===== config.mk =====
export PLATFORM = sky130hd
export DESIGN_NAME = cpu_ctrl_fsm
export DESIGN_NICKNAME = d
export VERILOG_FILES = /design/src/rtl/cpu_ctrl_fsm_pkg.sv /design/src/rtl/cpu_ctrl_fsm_op_decode.sv /design/src/rtl/cpu_ctrl_fsm.sv
export SDC_FILE = /design/constraint.sdc
export NUM_CORES = 1
export LEC_CHECK = 0
export CORE_MARGIN = 1
export CORE_UTILIZATION = 48
export DETAILED_ROUTE_END_ITERATION = 10
export PLACE_DENSITY = 0.87
export SLEW_MARGIN = 0
export SYNTH_ARGS = -nofsm -noshare
export SYNTH_HDL_FRONTEND = slang
export SYNTH_SLANG_ARGS = --single-unit

===== constraint.sdc =====
create_clock -name clk -period 4.3 [get_ports clk]
set_input_delay 0.86 -clock clk [delete_from_list [all_inputs] [get_ports clk]]
set_output_delay 0.86 -clock clk [all_outputs]
set_load 0.02 [all_outputs]

===== src/rtl/cpu_ctrl_fsm_pkg.sv =====
// Shared encodings for the multi-cycle CPU control unit: opcodes, ALU ops, FSM states.
// Optional macro CPU_SINGLE_STEP_EN adds the S_STEP hold state.
package cpu_pkg;

    localparam int unsigned OPW_D  = 4;
    localparam int unsigned ALUW_D = 2;

    localparam logic [OPW_D-1:0] OP_NOP = 4'h0;
    localparam logic [OPW_D-1:0] OP_LDA = 4'h1;
    localparam logic [OPW_D-1:0] OP_STA = 4'h2;
    localparam logic [OPW_D-1:0] OP_ADD = 4'h3;
    localparam logic [OPW_D-1:0] OP_SUB = 4'h4;
    localparam logic [OPW_D-1:0] OP_JMP = 4'h5;
    localparam logic [OPW_D-1:0] OP_JZ  = 4'h6;
    localparam logic [OPW_D-1:0] OP_HLT = 4'hF;

    localparam logic [ALUW_D-1:0] ALU_PASS = 2'd0;
    localparam logic [ALUW_D-1:0] ALU_ADD  = 2'd1;
    localparam logic [ALUW_D-1:0] ALU_SUB  = 2'd2;

    typedef enum logic [2:0] {
        S_START,
        S_FETCH,
        S_DECODE,
        S_MEM_RD,
        S_MEM_WR,
        S_EXEC,
        S_HALT
`ifdef CPU_SINGLE_STEP_EN
        , S_STEP
`endif
    } state_t;

    // Where an instruction goes once it completes.
`ifdef CPU_SINGLE_STEP_EN
    localparam state_t S_CMPL = S_STEP;
`else
    localparam state_t S_CMPL = S_FETCH;
`endif

endpackage


===== src/rtl/cpu_ctrl_fsm_op_decode.sv =====
// Combinational opcode classifier for the CPU control FSM.
module cpu_op_decode
    import cpu_pkg::*;
#(
    parameter int unsigned OPW  = 4,
    parameter int unsigned ALUW = 2
) (
    input  logic [OPW-1:0]  ir_op,
    output logic            is_mem_rd,
    output logic            is_mem_wr,
    output logic            is_jmp,
    output logic            is_jz,
    output logic            is_hlt,
    output logic            is_illegal,
    output logic [ALUW-1:0] alu_op
);

    always_comb begin
        is_mem_rd  = 1'b0;
        is_mem_wr  = 1'b0;
        is_jmp     = 1'b0;
        is_jz      = 1'b0;
        is_hlt     = 1'b0;
        is_illegal = 1'b0;
        alu_op     = ALU_PASS;
        case (ir_op)
            OP_NOP: ;
            OP_LDA: is_mem_rd = 1'b1;
            OP_STA: is_mem_wr = 1'b1;
            OP_ADD: begin
                is_mem_rd = 1'b1;
                alu_op    = ALU_ADD;
            end
            OP_SUB: begin
                is_mem_rd = 1'b1;
                alu_op    = ALU_SUB;
            end
            OP_JMP: is_jmp = 1'b1;
            OP_JZ:  is_jz  = 1'b1;
            OP_HLT: is_hlt = 1'b1;
            default: is_illegal = 1'b1;
        endcase
    end

endmodule


===== src/rtl/cpu_ctrl_fsm.sv =====
// Multi-cycle CPU control FSM: fetch/decode/memory/execute sequencing and retired counter.
// Optional macro CPU_SINGLE_STEP_EN holds each completed instruction until a step pulse.
module cpu_ctrl_fsm
    import cpu_pkg::*;
#(
    parameter int unsigned OPW   = 4,
    parameter int unsigned ALUW  = 2,
    parameter int unsigned CNT_W = 16
) (
    input  logic             clk,
    input  logic             rst_n,
    input  logic [OPW-1:0]   ir_op,
    input  logic             zero_flag,
    input  logic             mem_ready,
    input  logic             step,
    output logic             mem_req,
    output logic             mem_we,
    output logic             addr_sel,
    output logic             pc_inc,
    output logic             pc_load,
    output logic             ir_en,
    output logic             mdr_en,
    output logic             acc_en,
    output logic [ALUW-1:0]  alu_op,
    output logic             illegal,
    output logic             halted,
    output logic [CNT_W-1:0] retired_cnt
);

    state_t          state, nxt;
    logic            cnt_inc;
    logic            is_mem_rd, is_mem_wr, is_jmp, is_jz, is_hlt, is_illegal;
    logic [ALUW-1:0] dec_alu;

    cpu_op_decode #(.OPW(OPW), .ALUW(ALUW)) u_dec (
        .ir_op      (ir_op),
        .is_mem_rd  (is_mem_rd),
        .is_mem_wr  (is_mem_wr),
        .is_jmp     (is_jmp),
        .is_jz      (is_jz),
        .is_hlt     (is_hlt),
        .is_illegal (is_illegal),
        .alu_op     (dec_alu)
    );

`ifndef CPU_SINGLE_STEP_EN
    logic unused_step;
    assign unused_step = step;
`endif

    always_ff @(posedge clk or negedge rst_n) begin
        if (!rst_n) begin
            state       <= S_START;
            retired_cnt <= '0;
        end else begin
            state <= nxt;
            if (cnt_inc) retired_cnt <= retired_cnt + CNT_W'(1);
        end
    end

    always_comb begin
        nxt      = state;
        cnt_inc  = 1'b0;
        mem_req  = 1'b0;
        mem_we   = 1'b0;
        addr_sel = 1'b0;
        pc_inc   = 1'b0;
        pc_load  = 1'b0;
        ir_en    = 1'b0;
        mdr_en   = 1'b0;
        acc_en   = 1'b0;
        alu_op   = '0;
        illegal  = 1'b0;
        halted   = 1'b0;
        case (state)
            S_START: begin
`ifdef CPU_SINGLE_STEP_EN
                nxt = S_STEP;
`else
                nxt = S_FETCH;
`endif
            end
            S_FETCH: begin
                mem_req = 1'b1;
                if (mem_ready) begin
                    ir_en  = 1'b1;
                    pc_inc = 1'b1;
                    nxt    = S_DECODE;
                end
            end
            S_DECODE: begin
                if (is_mem_rd) begin
                    nxt = S_MEM_RD;
                end else if (is_mem_wr) begin
                    nxt = S_MEM_WR;
                end else if (is_hlt) begin
                    nxt     = S_HALT;
                    cnt_inc = 1'b1;
                end else begin
                    // NOP, JMP, JZ and illegal opcodes all retire straight from decode.
                    pc_load = is_jmp | (is_jz & zero_flag);
                    illegal = is_illegal;
                    nxt     = S_CMPL;
                    cnt_inc = 1'b1;
                end
            end
            S_MEM_RD: begin
                mem_req  = 1'b1;
                addr_sel = 1'b1;
                if (mem_ready) begin
                    mdr_en = 1'b1;
                    nxt    = S_EXEC;
                end
            end
            S_MEM_WR: begin
                mem_req  = 1'b1;
                mem_we   = 1'b1;
                addr_sel = 1'b1;
                if (mem_ready) begin
                    nxt     = S_CMPL;
                    cnt_inc = 1'b1;
                end
            end
            S_EXEC: begin
                acc_en  = 1'b1;
                alu_op  = dec_alu;
                nxt     = S_CMPL;
                cnt_inc = 1'b1;
            end
            S_HALT: halted = 1'b1;
`ifdef CPU_SINGLE_STEP_EN
            S_STEP: if (step) nxt = S_FETCH;
`endif
            default: nxt = S_START;
        endcase
    end

endmodule


## Yosys cells after proc, flatten, opt, wreduce, memory -nomap -nowiden

Index checks and enable logic that the tools add are counted.
W data, S select, Z words.

| storage, ports and cells | value |
|---|---|
| register bits after elaboration | 19 |

| operators by class | value |
|---|---|
| add/subtract/negate cells | 1 |
| equal/unequal tests | 16 |
| multiplexer cells | 34 |
| bitwise gates (word level) | 3 |
| reduce and logical (&&, ||, !) cells | 8 |

Operators by type and width:

| cell | count |
|---|---|
| $mux W1 | 24 |
| $mux W3 | 6 |
| $pmux W3 S6 | 1 |
| $add A16 B1 Y16 const B | 1 |
| $eq A4 B3 Y1 const B | 3 |
| $eq A3 B3 Y1 const B | 3 |
| $eq A4 B2 Y1 const B | 2 |
| $reduce_or A8 Y1 | 1 |
| $eq A3 B2 Y1 const B | 2 |
| $ne A2 B2 Y1 const B | 3 |
| $reduce_or A3 Y1 | 2 |
| $eq A4 B1 Y1 const B | 1 |
| $eq A4 B4 Y1 const B | 1 |
| $logic_not A4 Y1 | 1 |
| $pmux W2 S2 | 1 |
| $reduce_and A4 Y1 | 1 |
| $reduce_or A2 Y1 | 2 |
| $eq A3 B1 Y1 const B | 1 |
| $logic_not A3 Y1 | 1 |
| $pmux W1 S3 | 1 |
| $mux W2 | 1 |
| $and A1 B1 Y1 | 1 |
| $not A1 Y1 | 1 |
| $or A1 B1 Y1 | 1 |

## Depth between registers and ports, before layout

| logic depth | value |
|---|---|
| word-level depth | 8 |
| depth in mapped cells | 6 |
| gate-level depth less buffers | 5 |

## Modules after synthesis

From an unflattened synthesis, not the netlist that was laid out.

| second synthesis, totals | value |
|---|---|
| cells, all modules | 121 |
| area total of the unflattened synthesis | 1,156.1 µm² |

By module, submodules not included:

| module | times used | cells an instance | area each (µm²) |
|---|---|---|---|
| cpu_ctrl_fsm | 1 | 107 | 1,059.8 |
| cpu_op_decode | 1 | 14 | 96.3 |

## Worst setup path before layout

OpenSTA, ideal clock, no wires.

| timing | value |
|---|---|
| kind | input to output |
| start point | input ir_op[0] |
| end point | output pc_load |
| data arrival time | 2,130 ps |
| required time | 3,440 ps |
| slack | 1,310 ps |
| stages on the path | 3 |
| path buffers | 1 |
| cell sequence | buf_2 mux2_2 nor4b_1 |

| between the ends | value |
|---|---|
| word-level cells in the longest chain between the ends | 8 |
| elaborated cells on any way between the ends | 19 |
| those cells by class | eq/ne (7); mux (9); bitwise (2); reduce/logical (1) |

Ends and longest elaborated chain:

| what | RTL line | RTL |
|---|---|---|
| from (decl) | cpu_ctrl_fsm.sv:12 | `input logic [OPW-1:0] ir_op,` |
| $eq A4 B3 Y1 | cpu_ctrl_fsm_op_decode.sv:26 | `case (ir_op)` |
| $mux W1 | cpu_ctrl_fsm_op_decode.sv:26 |  |
| $and A1 B1 Y1 | cpu_ctrl_fsm.sv:101 | `pc_load = is_jmp \| (is_jz & zero_flag);` |
| $or A1 B1 Y1 | cpu_ctrl_fsm.sv:101 |  |
| $mux W1 | cpu_ctrl_fsm.sv:96 | `end else if (is_hlt) begin` |
| $mux W1 | cpu_ctrl_fsm.sv:94 | `end else if (is_mem_wr) begin` |
| $mux W1 * | cpu_ctrl_fsm.sv:92 | `if (is_mem_rd) begin` |
| $mux W1 * | cpu_ctrl_fsm.sv:75 | `case (state)` |
| to (decl) | cpu_ctrl_fsm.sv:20 | `output logic pc_load,` |

Every way passes the cells marked *; elsewhere a longest branch is shown, timed or not.

## Worst setup path after layout

Ends and elaborated chain as after synthesis.

==> reports/results.tsv <==
metric	value	unit
crit_slowest_cell	clkdlybuf4s50_1	
viasPerCell	5.844	
syn_to_final_growth	30.66	%
yosysWarnings	0	
numPortBuffers	35	
min_path_type	reg2reg	
clockBufferDepth	2	
crit-reg2reg-launch	state[1]	
yosys.area.top_type	dfrtp_1	
tightest_slew	0.8219	ns
num_rows	17	
antenna_found_initial	0	
setup_ws	0.6350	ns
r2r_cells	4	
die_area	2668	µm²
synthArstFlopShare	1.000	
crit_buf_inv	2	
arrival	2.80	ns
hpwlAfterDp	2.105	mm
worstHoldEndpoint	retired_cnt[15]	
grt_max_degree	20	
setup_viol	0	
start_kind	input pin	
cp_top_family	buffers and inverters	
fin_crit_sh	0.8523	
end_kind	primary output	
crit_required	3.44	ns
holdCritStartpoint	retired_cnt[15]	
nets	163	
synth.most_common_cell	dfrtp_1	
root_buffer	clkbuf_4	
place_ws	0.6157	ns
core_region_area	2276	µm²
initial_core_util	0.5201	
crit_chain	clkdlybuf4s50_1 > mux2_2 > nor4b_1 > clkdlybuf4s50_1	
synth-seq-cells	19	
hold_buffers	0	
stdcell_area	1546	µm²
fin_crit	3.665	ns
max_freq	0.2729	GHz
crit_top_cell	clkdlybuf4s50_1	
synth_edf_count	0	
clk_pin_slew_worst_paths	0.12	ns
cts_tree	built	
vdd_drop_max	0.3728	mV
fin_setup_tns	0	ns
clock_latency	0.31	ns
cts_made_buffers	3	
rrSetupSlack	2.24	ns
post_cts_buffers	0	
synth_top_area_frac	0.4017	
status	finished clean	
drc	0	
synth_flop_cell	dfrtp_1	
avgSynthCellArea	9.702	µm²
wl	2.754	mm
syn_area	1184	µm²
hold_violations	0	
synth_cells	122	
cts_num_sinks	19	
finClkSkew	0.009615	ns
powerDensity	448.6	nW/µm²
wire_per_inst	15.30	µm
rsz0062_at_grt	false	
h-tree-depth	1	
p_leak	0.6364	nW
io_pins	37	
cts_resized	0	
crit_fanout	10	
r2r-end	retired_cnt[1]	
antenna_cells	0	
critPathKind	in2out	
grt_usage	0.2245	
postRouteAntennaNets	0	
drt_iter0_markers	25	
place_congestion	0.7976	
die_x	51.66	µm
grt-ovfl-total	0	
hold_path_depth	1	
placed_cell_area	1519	µm²
drive_above_1_share	0.07895	
maxCapViolCount	0	
vias	1052	
slowest_delay	0.65	ns
syn-num-nets	132	
die_height	51.66	µm
synth_cell_types	40	
drv_slew	0	
first_pass_iters	4	
yosys-top-cells-area	dfrtp_1, xnor2_1, o2111ai_1	
ys_seq_area_frac	0.4017	
grt_pass1_vias	963	
synthTopCellsByCount	dfrtp_1, xnor2_1, and3_1, nor2_1, o21ai_0	
relSlewSlack	0.4503	
grt_pass1_wl	4.443	mm
==> final cells by class <==
class                   count  area (µm²)
repair buffers             35       350.3
well taps                  28       35.03
clock inverters             1       5.005
fillers                   191       729.5
inverters                   4       15.01
multi-input cells          90       643.1
clock buffers               3       22.52
flip-flops and latches     19       475.5
==> power breakdown <==
part | switching (mW) | internal [mW] | total [mW]
Clock | 0.0581 | 0.0347 | 0.0928
Sequential | 0.0592 | 0.211 | 0.270
Combinational | 0.170 | 0.161 | 0.331
==> kinds of logic (layout without fill, tap and decap cells) <==
logic type	after synthesis	after routing	share of synthesized area
mux	3	3	0.02748
buf+inv	13	43	0.05497
simple gates	40	40	0.1934
xor+xnor	17	17	0.1258
flops	19	19	0.4017
compound gates	29	29	0.1861
fa+ha+maj	1	1	0.01057
==> metal layers <==
metal,track usage,vias up,wire length (µm)
met5,0,-,0
met3,0.06140,6,120
met4,0.06306,0,41
li1,-,502,-
met1,0.2833,517,1186
met2,0.3745,27,1405
==> through the flow <==
step / utilization / hold WS [ns] / instances / power [mW]
2_1_floorplan: - / 0.5644 / 122 / 0.4754
3_3_place_gp: 0.6674 / 0.4540 / 176 / 0.5850
3_5_place_dp: 0.6674 / 0.4764 / 176 / 0.6032
4_1_cts: 0.6795 / 0.4918 / 180 / 0.6935
5_1_grt: 0.6795 / 0.5036 / 180 / 0.7353
6_report: 0.6795 / 0.4779 / 180 / 0.6937
==> worst max-delay path by stage <==
stage,slack (ns),to,startpoint,cells past startpoint
after global placement,0.66,pc_load,ir_op[0],4
after detailed placement,0.62,pc_load,ir_op[0],4
after floorplan,1.31,pc_load,ir_op[0],3
final,0.64,pc_load,ir_op[0],4
after CTS,0.62,pc_load,ir_op[0],4
after global routing,0.53,pc_load,ir_op[0],4
==> sequential cells by signal, summed over array words and instances (netlist names) <==
name,count
state,3
retired_cnt,16
==> worst register-to-register path, stage by stage (launching register included) <==
cell and delay (ns):
dfrtp_1 0.59, nor3b_1 0.43, o31a_1 0.48, nor2_1 0.13, mux2_2 0.32
==> placed cells by master, fill, tap and decap left out, types with 2 or more instances in the layout <==
cell             synthesis  layout
mux2_2                   2       2
nand3_1                  3       3
o211ai_1                 2       2
clkdlybuf4s50_1          0      35
a21oi_1                  2       2
nand2_1                  4       4
or2_2                    2       2
and2_1                   2       2
o2111ai_1                7       7
xor2_1                   4       4
xnor2_1                 13      13
clkbuf_4                 0       3
dfrtp_1                 19      19
nor2_1                   9       9
o21ai_0                  9       9
and3_1                   9       9
inv_1                    4       4
nor3_1                   2       2
Note: power is estimated with default switching activity, not from simulation.
